### src/rtl/serial_addsub_ctrl.sv
// Bit-serial add/subtract sequencer. One full-adder cell is time-shared across
// a WIDTH-bit operation, processing one bit per clock, LSB first. Operands are
// captured on start; the result, carry-out and signed overflow are registered
// at the completion edge, and done pulses for one cycle.
module serial_addsub_ctrl #(
    parameter int unsigned WIDTH = 8
) (
    input  logic             clk_i,
    input  logic             rst_ni,
    input  logic             start_i,
    input  logic             sub_i,
    input  logic [WIDTH-1:0] a_i,
    input  logic [WIDTH-1:0] b_i,
    output logic             busy_o,
    output logic             done_o,
    output logic [WIDTH-1:0] result_o,
    output logic             cout_o,
    output logic             overflow_o
);

    localparam int unsigned CntW = (WIDTH > 1) ? $clog2(WIDTH) : 1;
    localparam logic [CntW-1:0] LastBit = CntW'(WIDTH - 1);

    typedef enum logic [1:0] {
        StIdle = 2'd0,
        StRun  = 2'd1,
        StDone = 2'd2
    } state_e;

    state_e           state_q, state_d;
    logic [WIDTH-1:0] opa_q, opa_d;
    logic [WIDTH-1:0] opb_q, opb_d;
    logic [WIDTH-1:0] acc_q, acc_d;
    logic             carry_q, carry_d;
    logic [CntW-1:0]  cnt_q, cnt_d;
    logic [WIDTH-1:0] result_q, result_d;
    logic             cout_q, cout_d;
    logic             ovf_q, ovf_d;

    // Shared one-bit full-adder cell
    logic cell_a, cell_b, cell_cin, cell_sum, cell_cout;

    // Full-adder cell: operates on the current LSBs and the running carry
    always_comb begin
        cell_a    = opa_q[0];
        cell_b    = opb_q[0];
        cell_cin  = carry_q;
        cell_sum  = cell_a ^ cell_b ^ cell_cin;
        cell_cout = (cell_a & cell_b) | (cell_a & cell_cin) | (cell_b & cell_cin);
    end

    // Next-state and datapath control
    always_comb begin
        state_d  = state_q;
        opa_d    = opa_q;
        opb_d    = opb_q;
        acc_d    = acc_q;
        carry_d  = carry_q;
        cnt_d    = cnt_q;
        result_d = result_q;
        cout_d   = cout_q;
        ovf_d    = ovf_q;

        unique case (state_q)
            StIdle: begin
                if (start_i) begin
                    opa_d   = a_i;
                    // Subtraction is a + ~b + 1: invert b, seed carry with 1
                    opb_d   = sub_i ? ~b_i : b_i;
                    carry_d = sub_i;
                    cnt_d   = '0;
                    state_d = StRun;
                end
            end
            StRun: begin
                // Sum bit enters at the MSB so after WIDTH shifts bit 0 lands at LSB
                acc_d   = {cell_sum, acc_q[WIDTH-1:1]};
                opa_d   = {1'b0, opa_q[WIDTH-1:1]};
                opb_d   = {1'b0, opb_q[WIDTH-1:1]};
                carry_d = cell_cout;
                cnt_d   = cnt_q + 1'b1;
                if (cnt_q == LastBit) begin
                    result_d = {cell_sum, acc_q[WIDTH-1:1]};
                    cout_d   = cell_cout;
                    // carry_q is the carry into the MSB at this edge
                    ovf_d    = carry_q ^ cell_cout;
                    cnt_d    = '0;
                    state_d  = StDone;
                end
            end
            StDone: begin
                state_d = StIdle;
            end
            default: begin
                state_d = StIdle;
            end
        endcase
    end

    // State and datapath registers
    always_ff @(posedge clk_i or negedge rst_ni) begin
        if (!rst_ni) begin
            state_q  <= StIdle;
            opa_q    <= '0;
            opb_q    <= '0;
            acc_q    <= '0;
            carry_q  <= 1'b0;
            cnt_q    <= '0;
            result_q <= '0;
            cout_q   <= 1'b0;
            ovf_q    <= 1'b0;
        end else begin
            state_q  <= state_d;
            opa_q    <= opa_d;
            opb_q    <= opb_d;
            acc_q    <= acc_d;
            carry_q  <= carry_d;
            cnt_q    <= cnt_d;
            result_q <= result_d;
            cout_q   <= cout_d;
            ovf_q    <= ovf_d;
        end
    end

    // Moore outputs decoded from registered state only
    always_comb begin
        busy_o     = (state_q == StRun) || (state_q == StDone);
        done_o     = (state_q == StDone);
        result_o   = result_q;
        cout_o     = cout_q;
        overflow_o = ovf_q;
    end

endmodule

### config.mk
export PLATFORM = sky130hd
export DESIGN_NAME = serial_addsub_ctrl
export DESIGN_NICKNAME = d
export VERILOG_FILES = /design/src/rtl/serial_addsub_ctrl.sv
export SDC_FILE = /design/constraint.sdc
export NUM_CORES = 1
export LEC_CHECK = 0
export CAP_MARGIN = 20
export CORE_MARGIN = 3
export CORE_UTILIZATION = 47
export CTS_CLUSTER_SIZE = 24
export DETAILED_ROUTE_END_ITERATION = 12
export HOLD_SLACK_MARGIN = 0.05
export PLACE_DENSITY = 0.87
export SLEW_MARGIN = 20
export SYNTH_ARGS = -nofsm -noshare
export SYNTH_HDL_FRONTEND = slang
export SYNTH_SLANG_ARGS = --single-unit
### constraint.sdc
create_clock -name clk_i -period 1.5 [get_ports clk_i]
set_clock_uncertainty 0.05 [all_clocks]
set_input_delay 0.3 -clock clk_i [delete_from_list [all_inputs] [get_ports clk_i]]
set_output_delay 0.3 -clock clk_i [all_outputs]
set_load 0.01 [all_outputs]
==> results of run 1 <==
==> kinds of logic (layout without fill, tap and decap cells) <==
logic type               Yosys count  after routing
AND/OR/NAND/NOR                   23             23
adder cells (fa/ha/maj)            7              7
XOR/XNOR                           9              9
AO/OA/AOI/OAI                     24             24
buffers and inverters             11             63
flip-flops                        39             39
multiplexers                      33             33
==> power by group <==
group          total, mW  leakage (nW)  switching, mW  internal (mW)
registers           1.77         0.500          0.304           1.47
clock network      0.715        0.0402          0.392          0.323
logic               2.72         0.700           1.20           1.53
total               5.21          1.24           1.89           3.32
==> per-layer routing <==
layer / track usage [%] / share of wire, % / vias to the layer above / wire length [um]
met1: 18.0 / 39 / 639 / 1550
met4: 6.38 / 1.8 / 0 / 72
li1: - / - / 603 / -
met5: 0 / 0 / - / 0
met2: 29.1 / 54 / 32 / 2120
met3: 3.60 / 5.0 / 9 / 198
==> stage by stage <==
| step | utilization, % | cells | setup TNS, ns | hold slack (ns) | instance area [sq um] |
|---|---|---|---|---|---|
| final | 69.3 | 246 | -0.278 | 0.441 | 2630 |
| after global routing | 69.3 | 246 | -1.08 | 0.472 | 2630 |
| after CTS | 66.2 | 242 | -0.0175 | 0.442 | 2520 |
| after detailed placement | 62.5 | 232 | -0.727 | 0.335 | 2380 |
| after global placement | 62.5 | 232 | -0.113 | 0.318 | 2380 |
| after floorplan | - | 146 | -0.0101 | -0.0456 | 1930 |
==> placed cells by master, fill, tap and decap left out, types with 2 or more instances in the layout <==
cell             count
ha_1                 3
nand2_1             18
o21ai_2             13
xor2_1               7
buf_4               12
mux2i_1              7
buf_6                4
inv_2                2
clkbuf_8             5
mux2_2               3
a32o_1               3
mux2i_4              3
clkinvlp_4           2
xnor2_1              2
dlygate4sd2_1       10
buf_12               4
clkdlybuf4s50_1     18
mux2i_2              6
mux2_4              13
o21ai_1              4
dfrtp_1             39
buf_2                2
ha_4                 2
==> area by class of cell <==
class | count | area, sq um | share of cell area, %
Tap cell | 48 | 60.1 | 2.28
Clock inverter | 3 | 20.0 | 0.761
Sequential cell | 39 | 976 | 37.1
Timing Repair Buffer | 52 | 518 | 19.7
Clock buffer | 5 | 68.8 | 2.62
Inverter | 3 | 11.3 | 0.428
Multi-Input combinational cell | 96 | 977 | 37.1
==> sequential cells by signal, summed over array words and instances (netlist names) <==
name / flops
opa_q: 8
result_o: 8
state_q: 2
cnt_q: 3
opb_q: 8
carry_q: 1
cout_o: 1
overflow_o: 1
acc_q: 7
==> final timing paths <==
check                        endpoint
hold / removal               opa_q[2]
setup reg to reg             acc_q[5]
max in group asynchronous  state_q[0]
hold reg to reg              opa_q[2]
min in group asynchronous    opa_q[1]
setup / recovery             acc_q[5]
==> timing repair <==
item / CTS / global route
hold buffers: 1 / 0
pin swaps: 0 / 1
setup buffers: 1 / 4
setup endpoints to repair: 35 / 36
endpoints found under the hold margin: 39 / 0
resized for setup: 30 / 20
==> worst register-to-register path, cell delays in order (launching register included) <==
cell and delay, ns:
dfrtp_1 0.41, inv_2 0.11, buf_6 0.11, ha_4 0.17
buf_12 0.13, buf_12 0.12, mux2_2 0.34
==> results.py, run 1 <==
metrics = {
    "place": {
        "post-place-ws_ns": -0.139,
        "io_buffers": 31,
        "hpwl_mm": 2.56,
        "gp_congestion": 0.770,
    },
    "logic_synthesis": {
        "synth-simple-area-share_pct": 5.15,
        "yosysMostFrequentCell": "dfrtp_1",
        "synth_top_family_by_area": "multiplexers",
        "synth_ff_type": "dfrtp_1",
        "syn_area_per_cell_sq_um": 13.1,
        "ys_warn_count": 0,
        "synth_common_cells": "dfrtp_1 (39), nand2_1 (19), mux2i_1 (15)",
        "synth.mux.area_fraction_pct": 20.5,
        "yosysSeqAreaShare_pct": 50.8,
        "synthTopCellsByArea": "dfrtp_1 (51%), mux2i_1 (7.8%), mux2_4 (6.3%), o21ai_2 (5.9%), ha_1 (3.9%)",
        "syn-cell-area_sq_mm": 0.00192,
        "synth.largest_area_cell": "dfrtp_1",
        "synthCells": 146,
        "synth-seq-cells": 39,
        "synth.top_cell.area_share_pct": 50.8,
        "synth_fa_ha_area_share_pct": 4.95,
        "async_reset_ff_share_pct": 100,
        "yosys.cell_types.count": 27,
        "synth_xor_xnor_area_share_pct": 4.11,
        "synth_edf_count": 0,
        "synth_compound_gate_area_share_pct": 9.84,
        "synth_nets": 173,
    },
    "worst_setup_path": {
        "crit_chain": "inv_2, buf_6, ha_4, buf_12, buf_12, mux2_2",
        "path_common_cell": "buf_12",
        "endpoint_kind": "register",
        "path_depth": 6,
        "worst-path-buf-inv": 4,
        "worstPathArrival_ns": 1.69,
        "worst_path_largest_cell_delay_ns": 0.41,
        "path_max_fanout": 7,
        "rr_worst_depth": 6,
        "startpoint": "state_q[1]",
        "r2r_setup_slack_ns": -0.05,
        "start_kind": "register",
        "critPathTopFamily": "buffers and inverters",
        "slowest_stage": "dfrtp_1",
        "required_ns": 1.64,
        "r2r_start": "state_q[1]",
        "path_class": "register to register",
    },
    "outcome": {
        "status": "finished, violations left",
        "violations": "setup timing",
    },
    "detailed_routing": {
        "postRouteAntennaNets": 0,
        "firstDrtPassIters": 4,
        "via_count": 1283,
        "finalWirelength_mm": 3.94,
        "dr.first_iter.drc_count": 55,
        "drc": 0,
        "wl_per_cell_um": 16.0,
        "drt-vias-per-instance": 5.22,
    },
    "cts": {
        "cts_tree": "built",
        "clk_pin_slew_ns": 0.08,
        "cts_buffers": 5,
        "cts.path.max_buffers": 2,
        "cts_sinks": 39,
        "clkLatencyLatePin_ns": 0.30,
        "cts_root_buf": "clkbuf_8",
        "htree_levels": 2,
    },
    "global_routing": {
        "grt_pass1_vias": 1367,
        "grt_usage_pct": 16.0,
        "grt_pass1_wl_mm": 6.16,
        "grt_start_max_net_pins": 40,
        "antenna_found_initial": 0,
        "grt-ovfl-total": 0,
    },
    "timing": {
        "finalCriticalPeriod_ns": 1.55,
        "slew_headroom_pct": 66.8,
        "worst_pin_slew_ns": 0.498,
        "finalMaxSlewViolations": 0,
        "setup_violations": 12,
        "grt_setup_unrepaired": "yes",
        "fin_crit_sh_pct": 103,
        "fmax_mhz": 646,
        "hold_viol_final": 0,
        "timing.final.ws_setup_ns": -0.0469,
    },
    "die": {
        "rows": 22,
        "core-area_sq_mm": 0.00380,
        "die_w_um": 69.9,
        "initial_core_util_pct": 50.5,
        "ios": 32,
        "die_area_sq_mm": 0.00489,
        "die_y_um": 69.9,
    },
    "power_and_ir_drop": {
        "peakVddDrop_uv": 1100,
        "p_total_mw": 5.21,
        "pwr_density_cell_mw_per_mm2": 1980,
        "cellLeakagePower_nw": 1.24,
    },
    "hold_path": {
        "hold_path_startpoint": "opa_q[2]",
        "hold_path_depth": 2,
        "min_path_type": "register to register",
    },
    "final_layout": {
        "fill_cells": 263,
        "drive_gt1_share_pct": 39.9,
        "diodes": 0,
        "final_net_count": 224,
        "syn2layout_area_growth_pct": 37.1,
    },
    "flow_run": {
        "maxCapViolations": 0,
    },
}
Note: power is estimated with default switching activity, not from simulation.
==> run 2: changes to the inputs <==
--- a/config.mk
+++ b/config.mk
@@ -6,7 +6,7 @@
 export NUM_CORES = 1
 export LEC_CHECK = 0
 export CAP_MARGIN = 20
-export CORE_MARGIN = 3
+export CORE_MARGIN = 2
 export CORE_UTILIZATION = 47
 export CTS_CLUSTER_SIZE = 24
 export DETAILED_ROUTE_END_ITERATION = 12
==> results.py, run 2 (synthesis results as in run 1) <==
metrics = {
    "outcome": {
        "status": "finished, violations left",
        "violations": "setup timing",
    },
    "worst_setup_path": {
        "worst_path_largest_cell_delay_ns": 0.40,
        "required_ns": 1.64,
        "rr_worst_depth": 6,
        "endpoint_kind": "register",
        "start_kind": "register",
        "slowest_stage": "dfrtp_1",
        "crit_chain": "inv_2, ha_2, mux2i_4, buf_12, clkbuf_16, o21ai_1",
        "worstPathArrival_ns": 1.66,
        "r2r_setup_slack_ns": -0.02,
        "worst-path-buf-inv": 3,
        "path_max_fanout": 8,
        "path_class": "register to register",
        "rr_endpoint": "opa_q[2]",
        "critPathTopFamily": "flip-flops",
        "r2r_start": "state_q[0]",
    },
    "die": {
        "die_w_um": 67.9,
        "ios": 32,
        "rows": 23,
        "die_y_um": 67.9,
        "die_area_sq_mm": 0.00461,
        "initial_core_util_pct": 48.3,
        "core-area_sq_mm": 0.00397,
    },
    "global_routing": {
        "grt_pass1_vias": 1310,
        "grt_usage_pct": 18.2,
        "grt_pass1_wl_mm": 6.09,
        "antenna_found_initial": 0,
        "grt-ovfl-total": 0,
        "grt_start_max_net_pins": 40,
    },
    "cts": {
        "cts.path.max_buffers": 2,
        "htree_levels": 2,
        "cts_tree": "built",
        "cts_buffers": 5,
        "clk_pin_slew_ns": 0.08,
        "cts_root_buf": "clkbuf_8",
        "cts_sinks": 39,
        "clkLatencyLatePin_ns": 0.30,
    },
    "power_and_ir_drop": {
        "cellLeakagePower_nw": 1.27,
        "pwr_density_cell_mw_per_mm2": 2030,
        "p_total_mw": 5.40,
        "peakVddDrop_uv": 920,
    },
    "flow_run": {
        "maxCapViolations": 0,
    },
    "detailed_routing": {
        "via_count": 1308,
        "drt-vias-per-instance": 5.25,
        "finalWirelength_mm": 4.17,
        "drc": 0,
        "firstDrtPassIters": 4,
        "wl_per_cell_um": 16.7,
        "dr.first_iter.drc_count": 44,
        "postRouteAntennaNets": 0,
    },
    "timing": {
        "fmax_mhz": 656,
        "finalMaxSlewViolations": 0,
        "setup_violations": 12,
        "hold_viol_final": 0,
        "finalCriticalPeriod_ns": 1.52,
        "tns_ns": -0.128,
        "grt_setup_unrepaired": "yes",
        "fin_crit_sh_pct": 102,
        "slew_headroom_pct": 67.3,
        "worst_pin_slew_ns": 0.490,
        "timing.final.ws_setup_ns": -0.0237,
        "whs_ns": 0.438,
    },
    "hold_path": {
        "min_path_type": "register to register",
        "hold_path_startpoint": "opb_q[4]",
        "hold_path_end": "opb_q[4]",
        "hold_path_depth": 2,
    },
    "final_layout": {
        "layout_common_cells": "dfrtp_1 (39), nand2_1 (19), clkdlybuf4s50_1 (18)",
        "syn2layout_area_growth_pct": 38.3,
        "diodes": 0,
        "final_net_count": 225,
        "final_common_cell": "dfrtp_1",
        "drive_gt1_share_pct": 36.7,
    },
    "place": {
        "io_buffers": 31,
        "hpwl_mm": 2.52,
        "gp_congestion": 0.778,
    },
}
run 2: cell count changes in the layout (fill, tap and decap cells not counted), sizes merged:
cell	delta
buf	-2
clkinvlp	-2
nand2	+1
clkbuf	+3
bufinv	+1
run 2: timing repair:
action | in CTS | in global routing
endpoints found under the hold margin | 39 | 0
hold buffers | 1 | 0
resized for setup | 31 | 7
gates cloned | 0 | 3
setup endpoints to repair | 37 | 29
pin swaps | 1 | 1
buffers inserted | 1 | 3
run 2: final cells by class:
type	count	area (sq um)
clock buffers	6	82.6
clock inverters	2	35.0
fillers	275	1320
inverters	3	11.3
multi-input cells	97	933
flip-flops and latches	39	976
well taps	50	62.6
repair buffers	52	554
run 2: worst reg2reg max path, stage by stage, from the launching register on:
cell and delay, ns:
dfrtp_1 0.40, inv_2 0.07, ha_2 0.23, mux2i_4 0.27, buf_12 0.16, clkbuf_16 0.16
o21ai_1 0.08
run 2: how the worst max path moves through the flow:
| stage | slack [ns] | startpoint | endpoint | cells after the start |
|---|---|---|---|---|
| after floorplan | -0.001 | state_q[0] | carry_q | 5 |
| after global placement | -0.07 | state_q[1] | busy_o | 3 |
| after detailed placement | -0.12 | start_i | state_q[1] | 4 |
| after CTS | -0.005 | state_q[0] | state_q[1] | 5 |
| after global routing | -0.09 | state_q[0] | opa_q[2] | 7 |
| final | -0.02 | state_q[0] | opa_q[2] | 6 |
run 2: metal layers:
layer  vias to the layer above  share of wire [%]  track usage (%)  wire length [um]
met5                         -                  0                0                 0
met4                         0                1.9             8.00                80
met3                         8                3.3             5.76               137
met2                        30                 53             30.6              2220
met1                       660                 41             21.5              1730
li1                        610                  -                -                 -
run 2: power by group:
group	internal [mW]	total (mW)	switching, mW
Sequential	1.47	1.75	0.277
Clock	0.538	0.906	0.368
Combinational	1.53	2.74	1.21
Total	3.54	5.40	1.86
run 2: per-stage QoR:
step / util (%) / setup WS (ns) / cells / instance area (sq um)
after global placement: 59.1 / -0.0668 / 233 / 2350
after global routing: 66.9 / -0.0859 / 249 / 2660
final: 66.9 / -0.0237 / 249 / 2660
after CTS: 63.3 / -0.00544 / 243 / 2510
after detailed placement: 59.1 / -0.122 / 233 / 2350
after floorplan: - / -0.00101 / 146 / 1930
==> run 3: changes to the inputs <==
--- a/config.mk
+++ b/config.mk
@@ -12,7 +12,7 @@
 export DETAILED_ROUTE_END_ITERATION = 12
 export HOLD_SLACK_MARGIN = 0.05
 export PLACE_DENSITY = 0.87
-export SLEW_MARGIN = 20
+export SLEW_MARGIN = 0
 export SYNTH_ARGS = -nofsm -noshare
 export SYNTH_HDL_FRONTEND = slang
 export SYNTH_SLANG_ARGS = --single-unit
==> results of run 3 <==
The final DEF is identical to that of run 2; final timing and power are the same.
